<file path="src/rtl/pru_cmd_sequencer_if.sv">
// pru_cmd_sequencer_if: CPU MMIO bus plus PRU draw handshake bundle.
// slave = sequencer side (mem_*, pru_done in), master = CPU/PRU side.
interface pru_cmd_sequencer_if;
  logic [31:0] mem_addr;
  logic [31:0] mem_wdata;
  logic        mem_we;
  logic        mem_re;
  logic [31:0] mem_rdata;
  logic [1:0]  pru_color;
  logic [9:0]  pru_col;
  logic [8:0]  pru_row;
  logic [9:0]  pru_width;
  logic [8:0]  pru_hr;
  logic [1:0]  pru_shape;
  logic        pru_start;
  logic        pru_done;
  logic [6:0]  q_count;
`ifdef PRU_SEQ_IRQ_EN
  logic        irq;
`endif

  modport slave (
    input  mem_addr,
    input  mem_wdata,
    input  mem_we,
    input  mem_re,
    input  pru_done,
`ifdef PRU_SEQ_IRQ_EN
    output irq,
`endif
    output mem_rdata,
    output pru_color,
    output pru_col,
    output pru_row,
    output pru_width,
    output pru_hr,
    output pru_shape,
    output pru_start,
    output q_count
  );

  modport master (
    output mem_addr,
    output mem_wdata,
    output mem_we,
    output mem_re,
    output pru_done,
`ifdef PRU_SEQ_IRQ_EN
    input  irq,
`endif
    input  mem_rdata,
    input  pru_color,
    input  pru_col,
    input  pru_row,
    input  pru_width,
    input  pru_hr,
    input  pru_shape,
    input  pru_start,
    input  q_count
  );
endinterface

</file>
<file path="src/rtl/pru_cmd_sequencer.sv">
// pru_cmd_sequencer: MMIO command FIFO issuing draws on the PRU start/done handshake.
// Ports: clk, rst (async, active high), bus (slave modport: mem_* MMIO,
// pru_* draw outputs, pru_done, q_count; irq when PRU_SEQ_IRQ_EN is defined).
module pru_cmd_sequencer #(
  parameter int          DEPTH     = 8,
  parameter logic [31:0] BASE_ADDR = 32'h4010
) (
  input logic                clk,
  input logic                rst,
  pru_cmd_sequencer_if.slave bus
);
  localparam int AW = (DEPTH > 1) ? $clog2(DEPTH) : 1;
  localparam logic [6:0] FULL_CNT = 7'(DEPTH);

  localparam logic [1:0] S_IDLE    = 2'd0;
  localparam logic [1:0] S_ISSUE   = 2'd1;
  localparam logic [1:0] S_RELEASE = 2'd2;

  logic [1:0]    state_q, state_d;
  logic [AW-1:0] wr_ptr_q, wr_ptr_d;
  logic [AW-1:0] rd_ptr_q, rd_ptr_d;
  logic [6:0]    count_q, count_d;
  logic [22:0]   stage_q, stage_d;
  logic [41:0]   out_q, out_d;
  logic          start_q, start_d;
  logic          ovf_q, ovf_d;
  logic [31:0]   rdata_q, rdata_d;
  logic [41:0]   mem_q [DEPTH];

  logic          wr_lo, wr_hi, wr_st;
  logic          full, empty, pop;
  logic          push_ok, ovf_set, irq_bit;
  logic [41:0]   push_data, head;
  logic [31:0]   status;
  logic          unused_wdata;

  assign unused_wdata = ^bus.mem_wdata[31:23];

  assign wr_lo = bus.mem_we && (bus.mem_addr == BASE_ADDR);
  assign wr_hi = bus.mem_we && (bus.mem_addr == BASE_ADDR + 32'd4);
  assign wr_st = bus.mem_we && (bus.mem_addr == BASE_ADDR + 32'd8);

  assign full  = (count_q == FULL_CNT);
  assign empty = (count_q == 7'd0);

  // Never pop while the PRU still holds done, so start cannot rise into it.
  assign pop = (state_q == S_IDLE) && !empty && !bus.pru_done;

  // A same-cycle pop frees the slot the push needs.
  assign push_ok = wr_hi && (!full || pop);
  assign ovf_set = wr_hi && !push_ok;

  // Entry layout: {shape, color, row, col, width, hr}.
  assign push_data = {stage_q, bus.mem_wdata[9:0], bus.mem_wdata[18:10]};
  assign head      = mem_q[rd_ptr_q];

  assign status = {16'd0, irq_bit, ovf_q, full, empty,
                   (state_q != S_IDLE), 4'd0, count_q};

  always_comb begin
    state_d  = state_q;
    start_d  = 1'b0;
    stage_d  = wr_lo ? bus.mem_wdata[22:0] : stage_q;
    wr_ptr_d = push_ok ? wr_ptr_q + AW'(1) : wr_ptr_q;
    rd_ptr_d = pop ? rd_ptr_q + AW'(1) : rd_ptr_q;
    out_d    = pop ? head : out_q;
    count_d  = count_q;
    unique case ({push_ok, pop})
      2'b10:   count_d = count_q + 7'd1;
      2'b01:   count_d = count_q - 7'd1;
      default: count_d = count_q;
    endcase
    // A new overflow wins over a clear in the same cycle.
    ovf_d = ovf_set ? 1'b1 : (wr_st ? 1'b0 : ovf_q);
    unique case (state_q)
      S_IDLE: begin
        if (pop) state_d = S_ISSUE;
      end
      S_ISSUE: begin
        start_d = !bus.pru_done;
        if (bus.pru_done) state_d = S_RELEASE;
      end
      S_RELEASE: begin
        if (!bus.pru_done) state_d = S_IDLE;
      end
      default: state_d = S_IDLE;
    endcase
    rdata_d = bus.mem_re ? status : 32'd0;
  end

  always_ff @(posedge clk or posedge rst) begin
    if (rst) begin
      state_q  <= S_IDLE;
      wr_ptr_q <= '0;
      rd_ptr_q <= '0;
      count_q  <= 7'd0;
      stage_q  <= 23'd0;
      out_q    <= 42'd0;
      start_q  <= 1'b0;
      ovf_q    <= 1'b0;
      rdata_q  <= 32'd0;
    end else begin
      state_q  <= state_d;
      wr_ptr_q <= wr_ptr_d;
      rd_ptr_q <= rd_ptr_d;
      count_q  <= count_d;
      stage_q  <= stage_d;
      out_q    <= out_d;
      start_q  <= start_d;
      ovf_q    <= ovf_d;
      rdata_q  <= rdata_d;
    end
  end

  // Storage needs no reset: the pointers define what is valid.
  always_ff @(posedge clk) begin
    if (push_ok) mem_q[wr_ptr_q] <= push_data;
  end

`ifdef PRU_SEQ_IRQ_EN
  logic irq_q, irq_d, drained;

  // Last command finished (RELEASE->IDLE) with nothing left or arriving.
  assign drained = (state_q == S_RELEASE) && !bus.pru_done
                   && empty && !push_ok;

  always_comb begin
    irq_d = irq_q;
    if (wr_st)   irq_d = 1'b0;
    if (drained) irq_d = 1'b1;
  end

  always_ff @(posedge clk or posedge rst) begin
    if (rst) irq_q <= 1'b0;
    else     irq_q <= irq_d;
  end

  assign irq_bit = irq_q;
  assign bus.irq = irq_q;
`else
  assign irq_bit = 1'b0;
`endif

  assign bus.pru_shape = out_q[41:40];
  assign bus.pru_color = out_q[39:38];
  assign bus.pru_row   = out_q[37:29];
  assign bus.pru_col   = out_q[28:19];
  assign bus.pru_width = out_q[18:9];
  assign bus.pru_hr    = out_q[8:0];
  assign bus.pru_start = start_q;
  assign bus.q_count   = count_q;
  assign bus.mem_rdata = rdata_q;
endmodule

</file>
<file path="src/flat_wrapper.sv">
// flat-port wrapper written by rule: the top's interface ports become plain ports
module pru_cmd_sequencer_flat 
#(
  parameter int          DEPTH     = 8,
  parameter logic [31:0] BASE_ADDR = 32'h4010
)
  (clk, rst, bus_mem_addr, bus_mem_wdata, bus_mem_we, bus_mem_re, bus_pru_done, bus_mem_rdata, bus_pru_color, bus_pru_col, bus_pru_row, bus_pru_width, bus_pru_hr, bus_pru_shape, bus_pru_start, bus_q_count);
  pru_cmd_sequencer_if bus_i ();
  input logic clk;
  input logic rst;
  input wire logic [$bits(bus_i.mem_addr)-1:0] bus_mem_addr;
  input wire logic [$bits(bus_i.mem_wdata)-1:0] bus_mem_wdata;
  input wire logic [$bits(bus_i.mem_we)-1:0] bus_mem_we;
  input wire logic [$bits(bus_i.mem_re)-1:0] bus_mem_re;
  input wire logic [$bits(bus_i.pru_done)-1:0] bus_pru_done;
  output wire logic [$bits(bus_i.mem_rdata)-1:0] bus_mem_rdata;
  output wire logic [$bits(bus_i.pru_color)-1:0] bus_pru_color;
  output wire logic [$bits(bus_i.pru_col)-1:0] bus_pru_col;
  output wire logic [$bits(bus_i.pru_row)-1:0] bus_pru_row;
  output wire logic [$bits(bus_i.pru_width)-1:0] bus_pru_width;
  output wire logic [$bits(bus_i.pru_hr)-1:0] bus_pru_hr;
  output wire logic [$bits(bus_i.pru_shape)-1:0] bus_pru_shape;
  output wire logic [$bits(bus_i.pru_start)-1:0] bus_pru_start;
  output wire logic [$bits(bus_i.q_count)-1:0] bus_q_count;
  assign bus_i.mem_addr = bus_mem_addr;
  assign bus_i.mem_wdata = bus_mem_wdata;
  assign bus_i.mem_we = bus_mem_we;
  assign bus_i.mem_re = bus_mem_re;
  assign bus_i.pru_done = bus_pru_done;
  assign bus_mem_rdata = bus_i.mem_rdata;
  assign bus_pru_color = bus_i.pru_color;
  assign bus_pru_col = bus_i.pru_col;
  assign bus_pru_row = bus_i.pru_row;
  assign bus_pru_width = bus_i.pru_width;
  assign bus_pru_hr = bus_i.pru_hr;
  assign bus_pru_shape = bus_i.pru_shape;
  assign bus_pru_start = bus_i.pru_start;
  assign bus_q_count = bus_i.q_count;
  pru_cmd_sequencer #(.DEPTH(DEPTH), .BASE_ADDR(BASE_ADDR)) u_core (.clk(clk), .rst(rst), .bus(bus_i));
endmodule
</file>
<file path="config.mk">
export PLATFORM = sky130hd
export DESIGN_NAME = pru_cmd_sequencer_flat
export DESIGN_NICKNAME = d
export VERILOG_FILES = /design/src/rtl/pru_cmd_sequencer_if.sv /design/src/rtl/pru_cmd_sequencer.sv /design/src/flat_wrapper.sv
export SDC_FILE = /design/constraint.sdc
export NUM_CORES = 1
export LEC_CHECK = 0
export ABC_AREA = 0
export CORE_ASPECT_RATIO = 0.6
export CORE_MARGIN = 4
export CORE_UTILIZATION = 41
export CTS_BUF_LIST = sky130_fd_sc_hd__clkbuf_2 sky130_fd_sc_hd__clkbuf_4 sky130_fd_sc_hd__clkbuf_8
export DETAILED_ROUTE_END_ITERATION = 16
export PLACE_DENSITY = 0.6
export SETUP_SLACK_MARGIN = 0.05
export SYNTH_ARGS = -nofsm -noshare
export SYNTH_HDL_FRONTEND = slang
export SYNTH_SLANG_ARGS = --single-unit
export TNS_END_PERCENT = 1
</file>
<file path="constraint.sdc">
create_clock -name clk -period 4.6 [get_ports clk]
set_input_delay 1.15 -clock clk [delete_from_list [all_inputs] [get_ports clk]]
set_output_delay 1.15 -clock clk [all_outputs]
set_load 0.05 [all_outputs]
</file>
==> impl_metrics.json <==
{
  "viasPerCell": 5.09,
  "start_util": 0.419,
  "cts_buffer_depth": 3,
  "p_leak_nw": 7.43,
  "root_buffer": "clkbuf_8",
  "relSlewSlack": 0.391,
  "gr-total-overflow": 0,
  "port-buffer-count": 120,
  "die_height_um": 164,
  "hold_class": "register to register",
  "synth-seq-area-share": 0.751,
  "diodes": 0,
  "path_class": "input pin to register",
  "cts.hold.buffers_added": 0,
  "powerDensity_nw_per_um2": 555,
  "routed_wl_mm": 33.7,
  "fin_crit_sh": 0.779,
  "synthFlopType": "edfxtp_1",
  "synth_cell_types": 50,
  "antenna_found_initial": 3,
  "hold_ws_ps": 478,
  "synth-warning-count": 0,
  "clock.fmax_mhz": 279,
  "numCtsBuffers": 58,
  "crit_arrival_ps": 4110,
  "htree_levels": 2,
  "fill_cells": 3222,
  "die_w_um": 267,
  "ios": 151,
  "placed_area_sq_um": 18500,
  "postCtsResizedCells": 0,
  "grt_usage": 0.157,
  "grt_max_degree": 90,
  "fp.dieArea_sq_um": 43700,
  "cp_data_required_time_ps": 5130,
  "register_area_sq_um": 12400,
  "synth_seq_cells": 429,
  "core-area_sq_um": 39400,
  "drive_above_1_share": 0.223,
  "synthesis.instances": 831,
  "synthArstFlopShare": 0.217,
  "synth_edf_count": 336,
  "cts.sinks": 429,
  "grt_pass1_vias": 8203,
  "hpwl_mm": 18.1,
  "slew_violations": 0,
  "ant_nets": 0,
  "worstMarginPinSlew_ps": 914,
  "start_kind": "input pin",
  "vias": 7968,
  "clk_pin_slew_worst_paths_ps": 60,
  "setup_violations": 0,
  "place_congestion": 0.733,
  "endpoint_kind": "register",
  "rsz0062_at_grt": "no",
  "nets": 1069,
  "remaining_drc_errors": 0,
  "cp_max_fo": 5,
  "skew_ps": 31.1,
  "wl_per_cell_um": 21.6,
  "synth.avg_cell_area_sq_um": 19.9,
  "fin_area_sq_um": 19700,
  "final_common_cell": "edfxtp_1",
  "fin_crit_ps": 3580,
  "cap_violations": 0,
  "drt_iter0_drc": 444,
  "peakVddDrop_mv": 0.341,
  "dr.pass1.iters": 4,
  "multi_input_area_sq_um": 3880,
  "synthToLayoutAreaGrowth_pct": 19.0,
  "outcome": "finished clean",
  "mostFrequentLayoutCells": "336 x edfxtp_1, 120 x clkdlybuf4s50_1, 90 x dfrtp_1",
  "insertion_delay_ps": 610,
  "post_cts.repair.setup_buffers": 0,
  "hold_viol_final": 0,
  "synthesis.area_sq_um": 16500,
  "cts_tree": "built",
  "fp-row-count": 56,
  "grt_pass1_wl_mm": 51.7
}
==> layout make-up <==
type | count | share of cell area
timing repair buffer | 138 | 0.0743
tap | 522 | 0.0332
sequential | 429 | 0.632
clock inverter | 17 | 0.00566
inverter | 9 | 0.00184
multi-input combinational | 356 | 0.197
clock buffer | 93 | 0.0562
==> cells by family (layout without fill, tap and decap cells) <==
family | after synthesis | in the layout | synth area share
flops | 429 | 429 | 0.751
other cells | 1 | 21 | 0.000227
simple gates | 104 | 104 | 0.0335
xor+xnor | 10 | 10 | 0.00530
fa+ha+maj | 8 | 8 | 0.00651
compound gates | 56 | 56 | 0.0187
buf+inv | 66 | 257 | 0.0229
mux | 157 | 157 | 0.161
==> state kept, by name, indices dropped and copies added, names as in the netlist <==
name                  count
u_core.bus.q_count        7
u_core.stage_q           23
u_core.bus.mem_rdata     11
u_core.mem_q            336
u_core.ovf_q              1
u_core.state_q            2
u_core.rd_ptr_q           3
u_core.bus.pru_start      1
u_core.wr_ptr_q           3
u_core.out_q             42
==> metrics by stage <==
step | utilization | cells | TNS [ps] | power (W) | worst slack [ps]
floorplan | - | 851 | -39800 | 0.00712 | -948
global placement | 0.468 | 1454 | 0 | 0.00809 | 442
detailed placement | 0.468 | 1454 | 0 | 0.00812 | 399
CTS | 0.499 | 1564 | 0 | 0.0111 | 1050
global route | 0.499 | 1564 | 0 | 0.0115 | 778
finish | 0.499 | 1564 | 0 | 0.0109 | 1020
==> worst max-delay path: stages <==
cell             delay, ps
clkdlybuf4s50_1        400
nor4b_1                310
nand2_1                150
nor3_1                 370
a21o_4                 230
inv_1                  110
ha_1                   340
nor2b_1                160
nor3_1                 210
o21bai_1               110
a21oi_1                180
mux2i_1                230
xor2_1                 150
==> cells in the mapped netlist (all sizes together) (2+ instances only) <==
cell type / n / area, sq um
nor3: 5 / 36.3
nand3: 3 / 20.0
or3: 2 / 17.5
mux2: 28 / 327
nor4b: 3 / 32.5
dfrtp: 93 / 2330
o21ai: 45 / 225
clkbuf: 11 / 41.3
nand2b: 2 / 12.5
nand2: 52 / 203
nor2: 15 / 63.8
mux2i: 45 / 450
o21bai: 2 / 15.0
inv: 9 / 33.8
buf: 46 / 304
and2: 11 / 68.8
a21oi: 3 / 15.0
ha: 7 / 87.6
nand4: 2 / 18.8
edfxtp: 336 / 10100
xnor2: 7 / 61.3
mux4: 84 / 1890
xor2: 3 / 26.3
nor4: 5 / 52.6
a21o: 2 / 22.5
==> worst paths after layout <==
check | to | slack, ps | cells past startpoint | from
max | u_core.bus.q_count[6] | 1020 | 13 | bus_mem_addr[20]
min | u_core.out_q[35] | 480 | 2 | u_core.out_q[35]
max reg2reg | u_core.bus.q_count[6] | 1720 | 11 | u_core.state_q[1]
min reg2reg | u_core.out_q[35] | 480 | 2 | u_core.out_q[35]
max in group asynchronous | u_core.out_q[11] | 2790 | 3 | rst
min in group asynchronous | u_core.out_q[2] | 1070 | 2 | rst
==> routing by layer <==
layer	wire length [um]	vias up	GRT usage
met5	7	-	0
met4	427	2	0.0309
met3	1600	46	0.0328
met2	15500	176	0.243
met1	16200	4167	0.235
li1	-	3577	-
==> power by group <==
| group | internal (W) | switching [W] | leakage, nW |
|---|---|---|---|
| sequential | 0.00443 | 0.000463 | 4.69 |
| clock | 0.00158 | 0.00138 | 0.654 |
| combinational | 0.00131 | 0.00176 | 2.09 |
| total | 0.00732 | 0.00360 | 7.43 |
No activity file was read; power rests on OpenSTA's default activity.
